### config.mk
export PLATFORM = sky130hd
export DESIGN_NAME = ccu_snoop_arbiter
export DESIGN_NICKNAME = d
export VERILOG_FILES = /design/src/rtl/ccu_snoop_arbiter.sv
export SDC_FILE = /design/constraint.sdc
export NUM_CORES = 1
export LEC_CHECK = 0
export CAP_MARGIN = 20
export CORE_AREA = 2 2 109 111
export DETAILED_ROUTE_END_ITERATION = 10
export DIE_AREA = 0 0 111 113
export GPL_TIMING_DRIVEN = 1
export PLACE_DENSITY = 0.76
export SYNTH_ARGS = -nofsm -noshare
export SYNTH_HDL_FRONTEND = slang
export SYNTH_SLANG_ARGS = --single-unit
### constraint.sdc
create_clock -name clk_i -period 3.71 [get_ports clk_i]
set_input_delay 0.371 -clock clk_i [delete_from_list [all_inputs] [get_ports clk_i]]
set_output_delay 0.371 -clock clk_i [all_outputs]
set_load 0.03 [all_outputs]
### src/rtl/ccu_snoop_arbiter.sv
// ccu_snoop_arbiter: shares one CCU snoop port (AC/CR/CD) between NumReq snoop controllers.
// AC requests are arbitrated and pass through without a register stage. Every granted
// index is queued in an order FIFO so in-order CR responses return to their issuer. A CR
// carrying DataTransfer (cr_i[0]) queues its owner in a CD FIFO, which steers the
// following CD burst.
// Optional build macro CCU_SNOOP_ARB_FIXED_PRIO_EN: when defined, the lowest index wins
// and the round-robin pointer is removed. The grant lock still applies.
module ccu_snoop_arbiter #(
  parameter int unsigned NumReq         = 2,
  parameter int unsigned AcWidth        = 40,
  parameter int unsigned CrWidth        = 5,
  parameter int unsigned CdWidth        = 64,
  parameter int unsigned MaxOutstanding = 4,
  parameter int unsigned IdxWidth       = $clog2(NumReq)
) (
  input  logic                              clk_i,
  input  logic                              rst_ni,
  // Requester side
  input  logic [NumReq-1:0]                 req_ac_valid_i,
  input  logic [NumReq*AcWidth-1:0]         req_ac_i,
  output logic [NumReq-1:0]                 req_ac_ready_o,
  output logic [NumReq-1:0]                 req_cr_valid_o,
  output logic [CrWidth-1:0]                req_cr_o,
  input  logic [NumReq-1:0]                 req_cr_ready_i,
  output logic [NumReq-1:0]                 req_cd_valid_o,
  output logic [CdWidth-1:0]                req_cd_data_o,
  output logic                              req_cd_last_o,
  input  logic [NumReq-1:0]                 req_cd_ready_i,
  // Crossbar side
  output logic                              ac_valid_o,
  output logic [AcWidth-1:0]                ac_o,
  input  logic                              ac_ready_i,
  input  logic                              cr_valid_i,
  input  logic [CrWidth-1:0]                cr_i,
  output logic                              cr_ready_o,
  input  logic                              cd_valid_i,
  input  logic [CdWidth-1:0]                cd_data_i,
  input  logic                              cd_last_i,
  output logic                              cd_ready_o,
  output logic [$clog2(MaxOutstanding):0]   outstanding_o
);

  localparam int unsigned PtrWidth = $clog2(MaxOutstanding);
  localparam int unsigned CntWidth = PtrWidth + 1;
  localparam logic [CntWidth-1:0] FullCnt = CntWidth'(MaxOutstanding);

  // ---------------------------------------------------------------------------
  // Signals
  // ---------------------------------------------------------------------------
  logic [IdxWidth-1:0] arb_grant, grant;
  logic                arb_found;
  logic                lock_q, lock_d;
  logic [IdxWidth-1:0] lock_idx_q, lock_idx_d;
  logic                ac_hs;

`ifndef CCU_SNOOP_ARB_FIXED_PRIO_EN
  logic [IdxWidth-1:0] rr_ptr_q, rr_ptr_d;
  int unsigned         rr_cand;
`endif

  // Order FIFO: one entry per AC issued whose CR has not completed
  logic [IdxWidth-1:0] ord_mem_q [MaxOutstanding];
  logic [IdxWidth-1:0] ord_mem_d [MaxOutstanding];
  logic [PtrWidth-1:0] ord_wptr_q, ord_wptr_d, ord_rptr_q, ord_rptr_d;
  logic [CntWidth-1:0] ord_cnt_q, ord_cnt_d;
  logic                ord_full, ord_empty;
  logic [IdxWidth-1:0] ord_head;

  // CD FIFO: owners of DataTransfer CRs whose data burst has not completed
  logic [IdxWidth-1:0] cd_mem_q [MaxOutstanding];
  logic [IdxWidth-1:0] cd_mem_d [MaxOutstanding];
  logic [PtrWidth-1:0] cd_wptr_q, cd_wptr_d, cd_rptr_q, cd_rptr_d;
  logic [CntWidth-1:0] cd_cnt_q, cd_cnt_d;
  logic                cd_full, cd_empty;
  logic [IdxWidth-1:0] cd_head;

  logic                cr_block;
  logic                cr_hs, cd_push, cd_hs, cd_pop;

  assign ord_full  = (ord_cnt_q == FullCnt);
  assign ord_empty = (ord_cnt_q == '0);
  assign ord_head  = ord_mem_q[ord_rptr_q];
  assign cd_full   = (cd_cnt_q == FullCnt);
  assign cd_empty  = (cd_cnt_q == '0);
  assign cd_head   = cd_mem_q[cd_rptr_q];

  // ---------------------------------------------------------------------------
  // AC arbitration
  // ---------------------------------------------------------------------------
  // Pick a requester for a fresh (unlocked) AC
  always_comb begin : p_arb
    arb_found = 1'b0;
`ifdef CCU_SNOOP_ARB_FIXED_PRIO_EN
    arb_grant = '0;
    for (int unsigned i = 0; i < NumReq; i++) begin
      if (!arb_found && req_ac_valid_i[IdxWidth'(i)]) begin
        arb_grant = IdxWidth'(i);
        arb_found = 1'b1;
      end
    end
`else
    arb_grant = rr_ptr_q;
    rr_cand   = 0;
    for (int unsigned i = 0; i < NumReq; i++) begin
      rr_cand = 32'(rr_ptr_q) + i;
      if (rr_cand >= NumReq) rr_cand = rr_cand - NumReq;
      if (!arb_found && req_ac_valid_i[IdxWidth'(rr_cand)]) begin
        arb_grant = IdxWidth'(rr_cand);
        arb_found = 1'b1;
      end
    end
`endif
  end

  // Drive the crossbar AC channel. A pending AC keeps its grant until it handshakes.
  always_comb begin : p_ac_out
    grant          = lock_q ? lock_idx_q : arb_grant;
    ac_valid_o     = (lock_q ? req_ac_valid_i[lock_idx_q] : |req_ac_valid_i) && !ord_full;
    ac_o           = '0;
    req_ac_ready_o = '0;
    for (int unsigned i = 0; i < NumReq; i++) begin
      if (grant == IdxWidth'(i)) begin
        ac_o = req_ac_i[i*AcWidth +: AcWidth];
      end
    end
    req_ac_ready_o[grant] = ac_ready_i && !ord_full;
    ac_hs                 = ac_valid_o && ac_ready_i;
  end

  // Lock is set for every cycle the AC is offered but not accepted
  always_comb begin : p_lock_next
    lock_d     = ac_valid_o && !ac_ready_i;
    lock_idx_d = grant;
  end

`ifndef CCU_SNOOP_ARB_FIXED_PRIO_EN
  // Advance the round-robin pointer past the requester just served
  always_comb begin : p_rr_next
    rr_ptr_d = rr_ptr_q;
    if (ac_hs) begin
      rr_ptr_d = (32'(grant) + 1 >= NumReq) ? '0 : grant + IdxWidth'(1);
    end
  end

  // Round-robin pointer register
  always_ff @(posedge clk_i or negedge rst_ni) begin : p_rr_q
    if (!rst_ni) rr_ptr_q <= '0;
    else         rr_ptr_q <= rr_ptr_d;
  end
`endif

  // ---------------------------------------------------------------------------
  // CR / CD routing
  // ---------------------------------------------------------------------------
  // Steer CR to the oldest outstanding AC's owner. A DataTransfer CR waits for CD FIFO space.
  always_comb begin : p_cr_route
    cr_block       = cr_i[0] && cd_full;
    req_cr_valid_o = '0;
    cr_ready_o     = 1'b0;
    req_cr_o       = cr_i;
    if (!ord_empty) begin
      // Gate the requester-side valid as well so both sides see the same handshake
      req_cr_valid_o[ord_head] = cr_valid_i && !cr_block;
      cr_ready_o               = req_cr_ready_i[ord_head] && !cr_block;
    end
    cr_hs   = cr_valid_i && cr_ready_o;
    cd_push = cr_hs && cr_i[0];
  end

  // Steer CD beats to the owner of the oldest DataTransfer CR
  always_comb begin : p_cd_route
    req_cd_valid_o = '0;
    cd_ready_o     = 1'b0;
    req_cd_data_o  = cd_data_i;
    req_cd_last_o  = cd_last_i;
    if (!cd_empty) begin
      req_cd_valid_o[cd_head] = cd_valid_i;
      cd_ready_o              = req_cd_ready_i[cd_head];
    end
    cd_hs  = cd_valid_i && cd_ready_o;
    cd_pop = cd_hs && cd_last_i;
  end

  // ---------------------------------------------------------------------------
  // FIFO next state
  // ---------------------------------------------------------------------------
  // Order FIFO: push on AC handshake, pop on CR handshake
  always_comb begin : p_ord_next
    ord_mem_d  = ord_mem_q;
    ord_wptr_d = ord_wptr_q;
    ord_rptr_d = ord_rptr_q;
    ord_cnt_d  = ord_cnt_q;
    if (ac_hs) begin
      ord_mem_d[ord_wptr_q] = grant;
      ord_wptr_d            = ord_wptr_q + PtrWidth'(1);
    end
    if (cr_hs) begin
      ord_rptr_d = ord_rptr_q + PtrWidth'(1);
    end
    unique case ({ac_hs, cr_hs})
      2'b10:   ord_cnt_d = ord_cnt_q + CntWidth'(1);
      2'b01:   ord_cnt_d = ord_cnt_q - CntWidth'(1);
      default: ord_cnt_d = ord_cnt_q;
    endcase
  end

  // CD FIFO: push on DataTransfer CR handshake, pop on the last CD beat
  always_comb begin : p_cd_next
    cd_mem_d  = cd_mem_q;
    cd_wptr_d = cd_wptr_q;
    cd_rptr_d = cd_rptr_q;
    cd_cnt_d  = cd_cnt_q;
    if (cd_push) begin
      cd_mem_d[cd_wptr_q] = ord_head;
      cd_wptr_d           = cd_wptr_q + PtrWidth'(1);
    end
    if (cd_pop) begin
      cd_rptr_d = cd_rptr_q + PtrWidth'(1);
    end
    unique case ({cd_push, cd_pop})
      2'b10:   cd_cnt_d = cd_cnt_q + CntWidth'(1);
      2'b01:   cd_cnt_d = cd_cnt_q - CntWidth'(1);
      default: cd_cnt_d = cd_cnt_q;
    endcase
  end

  // ---------------------------------------------------------------------------
  // State registers
  // ---------------------------------------------------------------------------
  // Grant lock and both FIFOs
  always_ff @(posedge clk_i or negedge rst_ni) begin : p_state_q
    if (!rst_ni) begin
      lock_q     <= 1'b0;
      lock_idx_q <= '0;
      ord_wptr_q <= '0;
      ord_rptr_q <= '0;
      ord_cnt_q  <= '0;
      cd_wptr_q  <= '0;
      cd_rptr_q  <= '0;
      cd_cnt_q   <= '0;
      for (int unsigned i = 0; i < MaxOutstanding; i++) begin
        ord_mem_q[i] <= '0;
        cd_mem_q[i]  <= '0;
      end
    end else begin
      lock_q     <= lock_d;
      lock_idx_q <= lock_idx_d;
      ord_wptr_q <= ord_wptr_d;
      ord_rptr_q <= ord_rptr_d;
      ord_cnt_q  <= ord_cnt_d;
      cd_wptr_q  <= cd_wptr_d;
      cd_rptr_q  <= cd_rptr_d;
      cd_cnt_q   <= cd_cnt_d;
      ord_mem_q  <= ord_mem_d;
      cd_mem_q   <= cd_mem_d;
    end
  end

  assign outstanding_o = ord_cnt_q;

endmodule

### Word level (Yosys, flattened, before mapping)

Index checks and enable logic that the tools add are counted.

* input bits: 161
* word-level logic and storage cells: 130
* bits in registers: 25
* output and inout port bits: 122

* add/subtract/negate cells: 13
* eq/ne operators: 6
* bitwise gates (word level): 7
* multiplexer cells: 43
* reductions and logical operators: 26
* order comparisons: 18

Operator list (count)
* $mux 40: 1
* $mux 1: 29
* $logic_and 1x1->1: 17
* $ge 3x3->1 const B: 4
* $lt 1x2->1 const B: 6
* $not 2->3: 4
* $pmux 3 s2: 2
* $add 2x1->2 const B: 4
* $bwmux 4: 2
* $add 3x1->3 const B: 2
* $and 2x2->2: 3
* $eq 3x3->1 const B: 2
* $logic_not 3->1: 2
* $lt 3x1->1 const B: 2
* $sub 3x1->3 const B: 2
* $add 1x1->2 const B: 2
* $bmux 1 s2: 2
* $demux 1 s2: 2
* $eq 2x1->1 const B: 2
* $eq 2x2->1 const B: 2
* $ge 2x2->1 const B: 2
* $logic_not 1->1: 4
* $mux 2: 2
* $reduce_bool 2->1: 2
* other kinds (6): 11

### Depth between registers and ports, before layout

* word-level depth: 14
* gate-level depth with buffers: 10
* depth with buffers taken out: 10

### Worst setup path after synthesis

OpenSTA, ideal clock, no wires.

* path type: register to register
* start point: register ord_rptr_q[0]
* end point: register cd_cnt_q[2]
* path buffers: 0
* cell stages (with the launch flop): 11
* data arrival time: 2.484 ns
* data required time: 3.631 ns
* path slack: 1.146 ns
* period minus slack after synthesis: 2.564 ns
* library setup time: 0.079 ns
* cell sequence: dfrtp_1 > mux4_2 > mux2_4 > and3_4 > inv_1 > ha_1 > inv_1 > fa_1 > xor2_1 > nor2_1 > xor2_1

* word-level cells in the longest chain between the ends: 12
* elaborated cells on any way between the ends: 14
* classes of those cells: eq/ne (2); mux (7); bitwise (1); reduce/logical (4)

RTL lines
* start: declaration: line 64 `logic [PtrWidth-1:0] ord_wptr_q, ord_wptr_d, ord_rptr_q, ord_rptr_d;`
* start signal: assignment: line 249 `ord_rptr_q <= ord_rptr_d;`
* $not 2->3 (not written as such) *: line 82 `assign ord_head = ord_mem_q[ord_rptr_q];`
* $bmux 1 s2 *: line 82
* $mux 1 (not written as such) * (2 in series): line 82
* $mux 1 (not written as such) * (2 in series): line 164 `cr_ready_o = req_cr_ready_i[ord_head] && !cr_block;`
* $logic_and 1x1->1 *: line 164
* $mux 1 *: line 161 `if (!ord_empty) begin`
* $logic_and 1x1->1 *: line 166 `cr_hs = cr_valid_i && cr_ready_o;`
* $logic_and 1x1->1 *: line 167 `cd_push = cr_hs && cr_i[0];`
* $eq 2x1->1 / $eq 2x2->1 (equally long branches): line 220 `unique case ({cd_push, cd_pop})`
* $pmux 3 s2 / $reduce_bool 2->1 (equally long branches)
* end signal: assignment: line 253 `cd_cnt_q <= cd_cnt_d;`
* end: declaration: line 73 `logic [CntWidth-1:0] cd_cnt_q, cd_cnt_d;`

Mark *: on every way between the ends. The rest lies on a longest branch, timed or not. The select of a mux whose other input is x is not followed.
A chain may end at the register's enable or synchronous reset.

### Final worst setup path

* start point: input req_ac_valid_i[0]
* end point: output ac_o[17]

* word-level cells in the longest chain between the ends: 8
* elaborated cells on any way between the ends: 11
* classes of those cells: mux (9); reduce/logical (2)

RTL lines
* start: declaration: line 19 `input logic [NumReq-1:0] req_ac_valid_i,`
* $mux 1 (not written as such) (2 in series): line 107 `if (!arb_found && req_ac_valid_i[IdxWidth'(rr_cand)]) begin`
* $mux 1: line 107
* $logic_not 1->1: line 107
* $logic_and 1x1->1: line 107
* $mux 1 *: line 107
* $mux 1 *: line 117 `grant = lock_q ? lock_idx_q : arb_grant;`
* $mux 40 *: line 122 `if (grant == IdxWidth'(i)) begin`
* end: declaration: line 31 `output logic [AcWidth-1:0] ac_o,`

Marked as above.

==> impl_results.md <==
* First-pass GRT wire length at 12900 um
* Setup slack, reg-to-reg at 910 ps
* RSZ-0062 raised after global routing: no
* Largest family of logic cells by synthesized area: multiplexers
* Die Area at 12500 sq um
* IO Pins at 283
* Xor-xnor portion of the synthesized cell area at 0.0394
* Post-Synth Simple-Gate Area at 0.0803
* Gr usage total at 0.136
* Final setup fails at 0
* Synth Area in Compound Gates at 0.0384
* Row cnt at 39
* Multi-input combinational cell area at 1220 sq um
* GR Overflow Total at 0
* Worst-case clock buffer depth at 2
* FMAX at 0.325 GHz
* Path type of the worst setup path: in2out
* Post-Syn Area at 2450 sq um
* Average size of a mapped cell at 10.2 sq um
* Period Utilization, post-route at 0.829
* Adder-cell share of the synthesized area at 0.0675
* CTS Hold Bufs at 0
* Synth top area share at 0.256
* CTS buffer count at 3
* Total negative slack at 0 ps
* Max-capacitance violation count at 0
* Layout Area Growth over Synthesis at 50.2%
* Die height at 113 um
* Initial antenna violation count at 0
* Max VDD drop at 0.339 mV
* Critical path endpoint category: output pin
* 1st-iter DRT viols at 41
* Register area at 626 sq um
* DRC errors left at 0
* Final Wtd Congestion at 0.775
* Layout fillers at 1170
* Starting density of the core at 0.217
* Most used cell, CP: clkdlybuf4s50_1
* NumNets Final at 492
* Synth cell types at 35
* CTS tree: yes
* Sequential area share after synthesis at 0.256
* Layout cells sized above 1 at 0.179
* Max stage delay on crit path at 600 ps
* Worst skew pair latency at 260 ps
* Critical Path Fanout Max at 32
* PortBufs at 146
* Worst-case clock skew at 4.26 ps
* Via count at 1991
* Vias in the first global route at 2113
* Largest area contributor in the netlist: dfrtp_1
* Yosys reg bits at 25
* Syn Nets at 413
* Ys Warns at 0
* Root Driver: clkbuf_16
* Largest cells by area after synthesis: dfrtp_1, buf_4, mux2_2
* Measured slew at the worst slew-check pin at 599 ps
* Critical path's slowest cell: clkdlybuf4s50_1
* Tot Pwr at 2.46 mW
* Critical Path, Cell by Cell: clkdlybuf4s50_1, a21oi_1, a22o_2, buf_12, mux2_2, clkdlybuf4s50_1
* # resized after CTS at 0
* # diodes at 0
* Hold Fails Final Rpt at 0
* DIE WIDTH at 111 um
* Core area at 11300 sq um
* Antenna viol nets, final at 0
* Via/cell ratio at 4.32
* Min Tclk post-route at 3080 ps
* H-Tree Depth at 1
* TritonCTS sink count at 25
* Slew headroom at 0.600
* Post-Syn Instances at 240
* HPWL Detailed at 8040 um
* PwrDens at 670 nW/um^2
* Largest net degree at the start of global routing at 33
* Worst Hold Class: in2async
* Mux contribution to synthesized area at 0.272
* Clock transition at path regs at 60 ps
* Crit path DAT at 2710 ps
* Total Wirelength at 9150 um
* TritonRoute pass-1 iters at 4
* Pleak at 1.47 nW
* Routed len/inst at 19.9 um
* Startpoint class of the critical path: input port
* Worst path required time at 3340 ps
* Post-CTS Repair Setup Buffers at 0
* Status: complete, no violations
* Final Max Slew Viols at 0
-- logic make-up (layout without fill, tap and decap cells) --
| logic type | count (synthesis) | in the layout |
|---|---|---|
| xor gates and xnor gates | 11 | 11 |
| DFF | 25 | 25 |
| buffers and inverters | 90 | 168 |
| adders and majority gates | 12 | 12 |
| AOI/OAI and AO/OA | 11 | 11 |
| muxes | 57 | 57 |
| and+or+nand+nor | 34 | 34 |
-- through the flow --
stage	setup WS [ps]	util	cells	area (sq um)	hold WS [ps]
after floorplan	1150	-	240	2450	75.4
after global placement	657	0.317	456	3570	474
after detailed placement	607	0.317	456	3570	481
after CTS	606	0.324	460	3650	489
after global routing	477	0.326	461	3670	381
final	633	0.326	461	3670	375
-- worst max-delay path: cells and delay by family --
| kind | cells | cell delay, ps |
|---|---|---|
| multiplexers | 1 | 360 |
| AO/OA/AOI/OAI | 2 | 590 |
| buffers and inverters | 3 | 1360 |
-- per-layer routing --
layer  vias up  track usage  share of wire
met3         7       0.0921           0.16
met2       162        0.220           0.46
li1        894            -              -
met1       928        0.150           0.37
met5         -            0              0
met4         0       0.0242          0.014
-- final timing paths --
check	from	endpoint	cells after the start
max	req_ac_valid_i[0]	ac_o[17]	6
min	rst_ni	cd_cnt_q[2]	1
max reg2reg	ord_rptr_q[0]	cd_cnt_q[2]	10
min reg2reg	cd_rptr_q[1]	cd_rptr_q[1]	1
max in group asynchronous	rst_ni	ord_mem_q[0]	2
min in group clk_i	cd_rptr_q[1]	cd_rptr_q[1]	1
-- registers in the layout (all words and copies together) (netlist names) --
signal and flops:
cd_mem_q 4, ord_mem_q 4, cd_cnt_q 3, lock_q 1, ord_rptr_q 2, outstanding_o 3, ord_wptr_q 2, rr_ptr_q 1
lock_idx_q 1, cd_rptr_q 2, cd_wptr_q 2
-- synthesized netlist by cell type --
master and count:
nor2b_1 2, xnor2_1 5, a21bo_2 1, and2_1 2
inv_1 15, nand2b_1 2, nor3b_1 4, mux2_1 5
o21bai_1 1, xor2_1 6, fa_1 2, a22o_1 1
mux2_4 2, nand2_1 5, nor2_1 6, a21o_1 1
nor4bb_1 1, mux4_2 2, buf_4 70, and2b_1 1
nand4b_1 1, o21ai_0 4, buf_2 2, nand4_1 4
and3_4 1, nor3_1 4, mux2_2 43, dfrtp_1 25
nand3_1 1, a2111oi_4 1, o31ai_1 1, a21oi_1 1
clkbuf_1 3, ha_1 10, mux2i_1 5
-- power by group --
part | switching [mW] | internal, mW
Clock | 0.0921 | 0.147
Combinational | 0.865 | 0.833
Sequential | 0.118 | 0.406
Total | 1.08 | 1.39
-- area by class of cell --
cell class                      instances  share of cell area
Clock buffer                            4              0.0215
Multi-Input combinational cell        125               0.332
Timing Repair Buffer                  149               0.413
Sequential cell                        25               0.170
Inverter                               15              0.0153
Tap cell                              143              0.0487
-- layout by cell type (no fill, tap or decap), drive strengths merged, types with 2 or more instances in the layout --
cell,Yosys,routed
nor2b,2,2
inv,15,15
fa,2,2
mux2,50,50
xnor2,5,5
nand2b,2,2
o21ai,4,4
ha,10,10
dfrtp,25,25
nand2,5,5
and2,2,2
clkbuf,3,4
buf,72,3
nand4,4,4
nor3b,4,4
nor2,6,6
mux2i,5,5
nor3,4,4
xor2,6,6
clkdlybuf4s50,0,146
mux4,2,2
No activity file was read; power rests on OpenSTA's default activity.
